[src/rtl/prf_free_list_banked_pkg.sv]
// core_types_pkg
// Core-wide sizing constants shared by the rename free list and its banks.
// PR_COUNT, PRF_BANK_COUNT and AR_COUNT are powers of two. PRF_BANK_COUNT
// divides both PR_COUNT and AR_COUNT.
package core_types_pkg;

    localparam int PR_COUNT                 = 128;
    localparam int LOG_PR_COUNT             = $clog2(PR_COUNT);
    localparam int PRF_BANK_COUNT           = 4;
    localparam int LOG_PRF_BANK_COUNT       = $clog2(PRF_BANK_COUNT);
    localparam int AR_COUNT                 = 32;
    localparam int LOG_AR_COUNT             = $clog2(AR_COUNT);
    localparam int FREE_LIST_BANK_DEPTH     = PR_COUNT / PRF_BANK_COUNT;
    localparam int LOG_FREE_LIST_BANK_DEPTH = $clog2(FREE_LIST_BANK_DEPTH);

endpackage

[src/rtl/prf_free_list_banked_free_list_bank.sv]
// free_list_bank
// One bank of the PR free list. This is a circular FIFO of DEPTH tags. Every tag
// whose low bits equal BANK_ID belongs to this bank.
// The reset image holds INIT_COUNT tags. They run AR_COUNT+BANK_ID upward in
// strides of PRF_BANK_COUNT.
// Ports:
//   CLK, nRST      clock; asynchronous active-low reset
//   i_enq_valid    a freed tag is returned this cycle
//   i_enq_tag      the freed tag
//   i_deq          consume the head tag (ignored while empty)
//   o_head_tag     tag at the head
//   o_empty        no tag available
//   o_count_next   occupancy after this cycle's enq/deq
//   o_err          enqueue rejected (bank full or tag of another bank)
module free_list_bank
    import core_types_pkg::*;
#(
    parameter int DEPTH      = FREE_LIST_BANK_DEPTH,
    parameter int TAG_W      = LOG_PR_COUNT,
    parameter int BANK_ID    = 0,
    parameter int INIT_COUNT = FREE_LIST_BANK_DEPTH - AR_COUNT / PRF_BANK_COUNT
) (
    input  logic                     CLK,
    input  logic                     nRST,
    input  logic                     i_enq_valid,
    input  logic [TAG_W-1:0]         i_enq_tag,
    input  logic                     i_deq,
    output logic [TAG_W-1:0]         o_head_tag,
    output logic                     o_empty,
    output logic [$clog2(DEPTH):0]   o_count_next,
    output logic                     o_err
);
    localparam int LD = $clog2(DEPTH);
    localparam int LB = LOG_PRF_BANK_COUNT;

    logic [TAG_W-1:0] r_mem [DEPTH];
    logic [LD:0]      r_head;
    logic [LD:0]      r_tail;
    logic             w_full;
    logic             w_bank_ok;
    logic             w_enq_ok;
    logic             w_deq_ok;
    logic [LD:0]      w_head_next;
    logic [LD:0]      w_tail_next;

    function automatic logic [TAG_W-1:0] init_tag(input int k);
        return TAG_W'(AR_COUNT + k * PRF_BANK_COUNT + BANK_ID);
    endfunction

    // Pointers carry one extra wrap bit.
    // Equal pointers mean empty. Equal index bits with different wrap bits mean full.
    assign o_empty   = (r_head == r_tail);
    assign w_full    = (r_head[LD-1:0] == r_tail[LD-1:0]) && (r_head[LD] != r_tail[LD]);
    assign w_bank_ok = (i_enq_tag[LB-1:0] == LB'(BANK_ID));

    // Full is judged on pre-edge state, so a same-cycle dequeue does not make room.
    assign w_enq_ok  = i_enq_valid && !w_full && w_bank_ok;
    assign o_err     = i_enq_valid && (w_full || !w_bank_ok);
    assign w_deq_ok  = i_deq && !o_empty;

    assign w_head_next  = r_head + (LD+1)'(w_deq_ok);
    assign w_tail_next  = r_tail + (LD+1)'(w_enq_ok);
    assign o_count_next = w_tail_next - w_head_next;
    assign o_head_tag   = r_mem[r_head[LD-1:0]];

    always_ff @(posedge CLK or negedge nRST) begin
        if (!nRST) begin
            for (int k = 0; k < DEPTH; k++) begin
                r_mem[k] <= (k < INIT_COUNT) ? init_tag(k) : '0;
            end
            r_head <= '0;
            r_tail <= (LD+1)'(INIT_COUNT);
        end else begin
            if (w_enq_ok) begin
                r_mem[r_tail[LD-1:0]] <= i_enq_tag;
            end
            r_head <= w_head_next;
            r_tail <= w_tail_next;
        end
    end

endmodule

[src/rtl/prf_free_list_banked.sv]
// prf_free_list_banked
// This is the banked free list of physical register tags for rename. There is one
// FIFO per PRF bank.
// Deq lane i is served by bank (rr+i) mod B. rr rotates on every cycle that
// consumes at least one tag, which spreads allocations over the banks' write ports.
// Ports:
//   CLK, nRST            clock; asynchronous active-low reset
//   enq_valid_by_bank    freed tag returned to bank b
//   enq_PR_by_bank       freed tag for bank b (low bits must equal b)
//   deq_valid_by_lane    lane i offers a tag
//   deq_PR_by_lane       tag offered on lane i
//   deq_ready_by_lane    lane i consumes its tag
//   free_count           total free tags
//   overflow_err         sticky: enqueue into a full bank or wrong-bank tag
module prf_free_list_banked
    import core_types_pkg::*;
(
    input  logic                                          CLK,
    input  logic                                          nRST,
    input  logic [PRF_BANK_COUNT-1:0]                     enq_valid_by_bank,
    input  logic [PRF_BANK_COUNT-1:0][LOG_PR_COUNT-1:0]   enq_PR_by_bank,
    output logic [PRF_BANK_COUNT-1:0]                     deq_valid_by_lane,
    output logic [PRF_BANK_COUNT-1:0][LOG_PR_COUNT-1:0]   deq_PR_by_lane,
    input  logic [PRF_BANK_COUNT-1:0]                     deq_ready_by_lane,
    output logic [LOG_PR_COUNT:0]                         free_count,
    output logic                                          overflow_err
);
    localparam int B  = PRF_BANK_COUNT;
    localparam int LB = LOG_PRF_BANK_COUNT;
    localparam int D  = FREE_LIST_BANK_DEPTH;
    localparam int LD = LOG_FREE_LIST_BANK_DEPTH;
    localparam int LP = LOG_PR_COUNT;

    logic [LB-1:0]          r_rr;
    logic [LP:0]            r_free_count;
    logic                   r_overflow;
    logic [B-1:0]           w_bank_empty;
    logic [B-1:0]           w_bank_deq;
    logic [B-1:0]           w_bank_err;
    logic [B-1:0]           w_lane_fire;
    logic [B-1:0][LP-1:0]   w_bank_head;
    logic [B-1:0][LD:0]     w_bank_count_next;
    logic [LP:0]            w_count_sum;

    for (genvar b = 0; b < B; b++) begin : g_bank
        free_list_bank #(
            .DEPTH      (D),
            .TAG_W      (LP),
            .BANK_ID    (b),
            .INIT_COUNT (D - AR_COUNT / B)
        ) u_bank (
            .CLK          (CLK),
            .nRST         (nRST),
            .i_enq_valid  (enq_valid_by_bank[b]),
            .i_enq_tag    (enq_PR_by_bank[b]),
            .i_deq        (w_bank_deq[b]),
            .o_head_tag   (w_bank_head[b]),
            .o_empty      (w_bank_empty[b]),
            .o_count_next (w_bank_count_next[b]),
            .o_err        (w_bank_err[b])
        );
    end

    // Bank to lane. This path depends only on registered state.
    always_comb begin
        deq_valid_by_lane = '0;
        deq_PR_by_lane    = '0;
        for (int i = 0; i < B; i++) begin
            deq_valid_by_lane[i] = ~w_bank_empty[r_rr + LB'(i)];
            deq_PR_by_lane[i]    = w_bank_head[r_rr + LB'(i)];
        end
    end

    assign w_lane_fire = deq_ready_by_lane & deq_valid_by_lane;

    // Lane to bank. Bank b is served by lane (b - rr) mod B.
    always_comb begin
        w_bank_deq = '0;
        for (int b = 0; b < B; b++) begin
            w_bank_deq[b] = w_lane_fire[LB'(b) - r_rr];
        end
    end

    // Summing the next-state occupancies keeps the registered total in step with the banks.
    always_comb begin
        w_count_sum = '0;
        for (int b = 0; b < B; b++) begin
            w_count_sum = w_count_sum + {{(LP-LD){1'b0}}, w_bank_count_next[b]};
        end
    end

    always_ff @(posedge CLK or negedge nRST) begin
        if (!nRST) begin
            r_rr         <= '0;
            r_free_count <= (LP+1)'(PR_COUNT - AR_COUNT);
            r_overflow   <= 1'b0;
        end else begin
            if (|w_lane_fire) begin
                r_rr <= r_rr + 1'b1;
            end
            r_free_count <= w_count_sum;
            r_overflow   <= r_overflow | (|w_bank_err);
        end
    end

    assign free_count   = r_free_count;
    assign overflow_err = r_overflow;

`ifndef SYNTHESIS
    always_ff @(posedge CLK) begin
        if (nRST && |(deq_ready_by_lane & ~deq_valid_by_lane)) begin
            $warning("prf_free_list_banked: ready on a lane with no tag, ignored");
        end
    end
`endif

endmodule

[config.mk]
export PLATFORM = sky130hd
export DESIGN_NAME = prf_free_list_banked
export DESIGN_NICKNAME = d
export VERILOG_FILES = /design/src/rtl/prf_free_list_banked_pkg.sv /design/src/rtl/prf_free_list_banked_free_list_bank.sv /design/src/rtl/prf_free_list_banked.sv
export SDC_FILE = /design/constraint.sdc
export NUM_CORES = 1
export LEC_CHECK = 0
export BUFFER_PORTS_ARGS = -buffer_cell sky130_fd_sc_hd__buf_2
export CELL_PAD_IN_SITES_DETAIL_PLACEMENT = 1
export CELL_PAD_IN_SITES_GLOBAL_PLACEMENT = 1
export CORE_MARGIN = 4
export CORE_UTILIZATION = 35
export CTS_CLUSTER_SIZE = 8
export DETAILED_ROUTE_END_ITERATION = 7
export GPL_TIMING_DRIVEN = 0
export PLACE_DENSITY_LB_ADDON = 0.1
export SETUP_SLACK_MARGIN = 0.4
export SYNTH_ARGS = -nofsm -noshare
export SYNTH_HDL_FRONTEND = slang
export SYNTH_SLANG_ARGS = --single-unit
[constraint.sdc]
create_clock -name CLK -period 6.1 [get_ports CLK]
set_input_delay 0.61 -clock CLK [delete_from_list [all_inputs] [get_ports CLK]]
set_output_delay 0.61 -clock CLK [all_outputs]
set_load 0.02 [all_outputs]
==> impl_summary.txt <==
----------------------------------------------------
[Logic synthesis]
  Mapped Avg Cell Area ... between 10 and 15 µm²
  Count of synthesis-stage warnings from yosys ... 0
  Number of synthesized register bits ... around 960
  Post-synth cell types ... between 60 and 70
  Main synth FF type ... sky130_fd_sc_hd__dfrtp_1
  Number of flops mapped to enable cells by yosys ... 0
  Synthesized netlist net count ... ~3200
  Sequential share of the synthesized area ... 0.536
  Post-synthesis instance area ... 0.0455 mm²
  Share of flip-flops with an asynchronous set or reset ... 1.00
  Number of instances in the synthesized netlist ... between 3000 and 4000

[GRT]
  Tot GR Track Use ... 0.210
  Antenna violations before repair ... 6
  Global-route wire length before repair ... ~210000 µm
  Total global routing overflow ... 0
  Via count of the first global-routing pass ... about 31000
  Pin count of the biggest net entering global routing ... between 100 and 150

[Placed design]
  Placed instance area ... 0.0483 mm²
  Detailed placer's ending HPWL ... a little over 100000 µm
  Global placement routability congestion ... approximately 0.8
  PortBufs ... between 70 and 80
  Cell Count Post-Placement ... 4968

[Finish]
  Post-route cell area ... about 0.053 mm²
  Area added between synthesis and finish ... 15.8%
  Number of nets in the final layout ... around 3500
  Non-filler instance count after layout ... 5225
  FILL cells ... about 13000
  Fraction of layout instances using a drive strength above 1 ... 0.492
  Final core utilization ... 0.410

[Drt]
  First-pass DRT Iterations ... 4
  Total wire length after detailed routing ... 142000 µm
  Detailed-route via count ... between 20000 and 30000
  Number of DRC violations after detailed-routing iteration 0 ... roughly 1400
  DR WL/cell ... around 27 µm
  Vias per cell ... around 5.3
  DRC violations left ... 0
  Post-route ant nets ... 0

[CTS]
  Maximum level of the CTS H-tree ... 4
  Clock tree from TritonCTS ... built
  Clock latency at the later pin of the worst-skew pair ... 750 ps
  Total clock sinks ... between 900 and 1000
  Number of clock buffers inserted by TritonCTS ... 138
  Maximum root-to-sink buffer count ... 3
  Buffer cell driving the clock tree root ... sky130_fd_sc_hd__clkbuf_16
  Register clock-pin slew on the reported worst setup and hold paths ... ~50 ps

[STA]
  Period utilisation layout ... 0.920
  Hold Vio Cnt, Final ... 0
  Final setup fails ... 0
  Worst max-slew margin expressed relative to the limit ... 0.0848
  RSZ-0062 raised after global routing ... yes
  Peak clock frequency supported by timing ... 178 MHz
  Worst hold margin ... between 100 and 150 ps
  Post-Route Setup TNS ... 0 ps
  Final Max Slew Viols ... 0
  Shortest clock period the worst path allows after layout ... roughly 5600 ps
  Measured slew at the worst slew-check pin ... around 1400 ps
  Clock skew ... 28.2 ps

[Pwr]
  Max rail drop VDD ... around 1.9 mV
  Power density over cell area ... about 600 mW/mm²
  P_leak ... approximately 24 nW

[Worst setup path]
  Crit. End Element ... primary output
  Type of the worst setup path ... flop to primary output
  Biggest fanout along the worst timing path ... 10
  Startpoint type of the worst setup path ... flop
  Data arrival time at the worst-slack endpoint ... approximately 5000 ps
  Required time of the critical path ... ~5500 ps

[Die]
  Starting Density ... 0.354
  Ports ... 79
  Core area ... 0.128 mm²
  Full die area ... about 0.14 mm²
  Standard-cell rows ... ~130
  Die Wd ... between 300 and 400 µm
  Die boundary height ... ~370 µm

[Run]
  Max-capacitance violation count ... 0

[Status]
  Status ... finished clean

[Hold path]
  Path type of the worst min-delay path ... input pin to flop

----------------------------------------------------
cell usage in the layout (no fill, tap or decap), types with 23 or more instances in the layout:
cell type                   Yosys  final
sky130_fd_sc_hd__mux2_2       664    664
sky130_fd_sc_hd__dfrtp_1      577    576
sky130_fd_sc_hd__dfstp_2      378    378
sky130_fd_sc_hd__mux4_2       216    216
sky130_fd_sc_hd__clkbuf_1     110    200
sky130_fd_sc_hd__clkbuf_16      0    138
sky130_fd_sc_hd__mux2i_1      130    130
sky130_fd_sc_hd__buf_2         44    118
sky130_fd_sc_hd__nor2b_1       86     86
sky130_fd_sc_hd__nand2b_1      84     84
sky130_fd_sc_hd__inv_1         76     75
sky130_fd_sc_hd__or2_2         74     74
sky130_fd_sc_hd__and2_1        68     68
sky130_fd_sc_hd__nand3_1       66     64
sky130_fd_sc_hd__nand2_1       63     61
sky130_fd_sc_hd__nor2_1        58     58
sky130_fd_sc_hd__xnor2_1       59     48
sky130_fd_sc_hd__ha_1          41     38
sky130_fd_sc_hd__xor2_1        27     25
sky130_fd_sc_hd__and3_1        23     23
state kept, by name (all words and copies together) (netlist names):
signal	count
overflow_err	1
g_bank.u_bank.r_head	24
g_bank.u_bank.r_tail	24
g_bank.u_bank.r_mem	896
r_rr	2
free_count	8
cell families (layout without fill, tap and decap cells):
family / Yosys count / in the layout / synth area share
muxes: 1010 / 1010 / 0.300
DFF: 955 / 955 / 0.536
and+or+nand+nor: 628 / 628 / 0.0810
buffers and inverters: 273 / 616 / 0.0249
AOI/OAI and AO/OA: 140 / 140 / 0.0229
xor gates and xnor gates: 86 / 86 / 0.0166
adders and majority gates: 59 / 59 / 0.0185
other: 0 / 2 / 0
synth_stat cells (all sizes together), types with 5 or more instances:
cell type,n,share of area
mux2,664,0.16
dfrtp,577,0.32
dfstp,378,0.22
mux4,216,0.11
mux2i,130,0.029
clkbuf,111,0.0092
nor2b,86,0.012
nand2b,84,0.012
buf,82,0.0091
inv,80,0.0066
or2,75,0.010
and2,69,0.0095
nand3,69,0.0079
nand2,67,0.0058
nor2,67,0.0064
xnor2,59,0.011
ha,41,0.011
xor2,27,0.0052
a21oi,23,0.0025
and3,23,0.0032
nor3,23,0.0036
o22ai,22,0.0030
a22oi,17,0.0028
nand4,16,0.0022
fa,15,0.0066
a21o,13,0.0021
or3,11,0.0015
or4,8,0.0013
and3b,7,0.0013
nand3b,7,0.0012
o21ai,7,0.00077
nor4,6,0.0014
o2111ai,6,0.0012
o221ai,6,0.0012
or3b,6,0.0012
o211ai,5,0.00083
metrics by stage:
stage	setup WS [ps]	total power [mW]
final	489	31.5
after global routing	344	33.6
after CTS	409	31.4
after detailed placement	-193	23.3
after global placement	-15070	23.0
after floorplan	976	18.1
cell type report:
type | count | area (µm²) | share of cell area
well taps | 1729 | 2160 | 0.0411
diodes | 2 | 5.00 | 0.0000951
clock inverters | 16 | 204 | 0.00387
flip-flops and latches | 955 | 24400 | 0.463
inverters | 80 | 300 | 0.00570
clock buffers | 233 | 3830 | 0.0728
repair buffers | 94 | 687 | 0.0130
multi-input cells | 1923 | 20200 | 0.384
plain buffers | 193 | 877 | 0.0167
where the power goes:
part           switching, mW  total, mW  leakage (nW)  internal, mW
sequential             0.620       8.49          11.8          7.87
clock                   2.93       7.20          1.92          4.27
combinational           9.77       15.8          10.0          6.08
per-layer routing:
| layer | vias up | part of all wire | GRT usage |
|---|---|---|---|
| met1 | 15100 | 0.47 | 0.297 |
| met3 | 219 | 0.040 | 0.0359 |
| met2 | 538 | 0.46 | 0.332 |
| met5 | - | 0 | 0 |
| li1 | 11900 | - | - |
| met4 | 0 | 0.028 | 0.0647 |
worst paths after layout:
| check | from | endpoint | slack [ps] | depth (start not counted) |
|---|---|---|---|---|
| setup / recovery | g_bank[0].u_bank.r_head[1] | deq_PR_by_lane[0] | 490 | 10 |
| hold / removal | enq_PR_by_bank[16] | g_bank[2].u_bank.r_mem[219] | 140 | 2 |
| setup reg to reg | r_rr[1] | free_count[6] | 600 | 21 |
| hold reg to reg | g_bank[3].u_bank.r_mem[7] | g_bank[3].u_bank.r_mem[7] | 460 | 1 |
| max in group asynchronous | nRST | g_bank[1].u_bank.r_mem[50] | 3710 | 5 |
| min in group asynchronous | nRST | g_bank[0].u_bank.r_mem[54] | 330 | 2 |
repair_timing:
action / in CTS / in global routing
hold buffers: 1 / 0
resized for setup: 14 / 38
setup buffers: 4 / 1
pin swaps: 5 / 10
endpoints found under the hold margin: 29 / 0
endpoints found under the setup margin: 8 / 14
critical path, stage by stage (launching register included):
cell and delay (ps):
sky130_fd_sc_hd__dfrtp_1 360, sky130_fd_sc_hd__buf_4 230, sky130_fd_sc_hd__clkdlybuf4s15_1 720, sky130_fd_sc_hd__clkbuf_1 580
sky130_fd_sc_hd__nor2_1 190, sky130_fd_sc_hd__a22oi_1 350, sky130_fd_sc_hd__o211ai_1 230, sky130_fd_sc_hd__nand4_1 360
sky130_fd_sc_hd__mux2i_1 160, sky130_fd_sc_hd__mux2i_1 730, sky130_fd_sc_hd__buf_2 310
No activity file was read; power rests on OpenSTA's default activity.
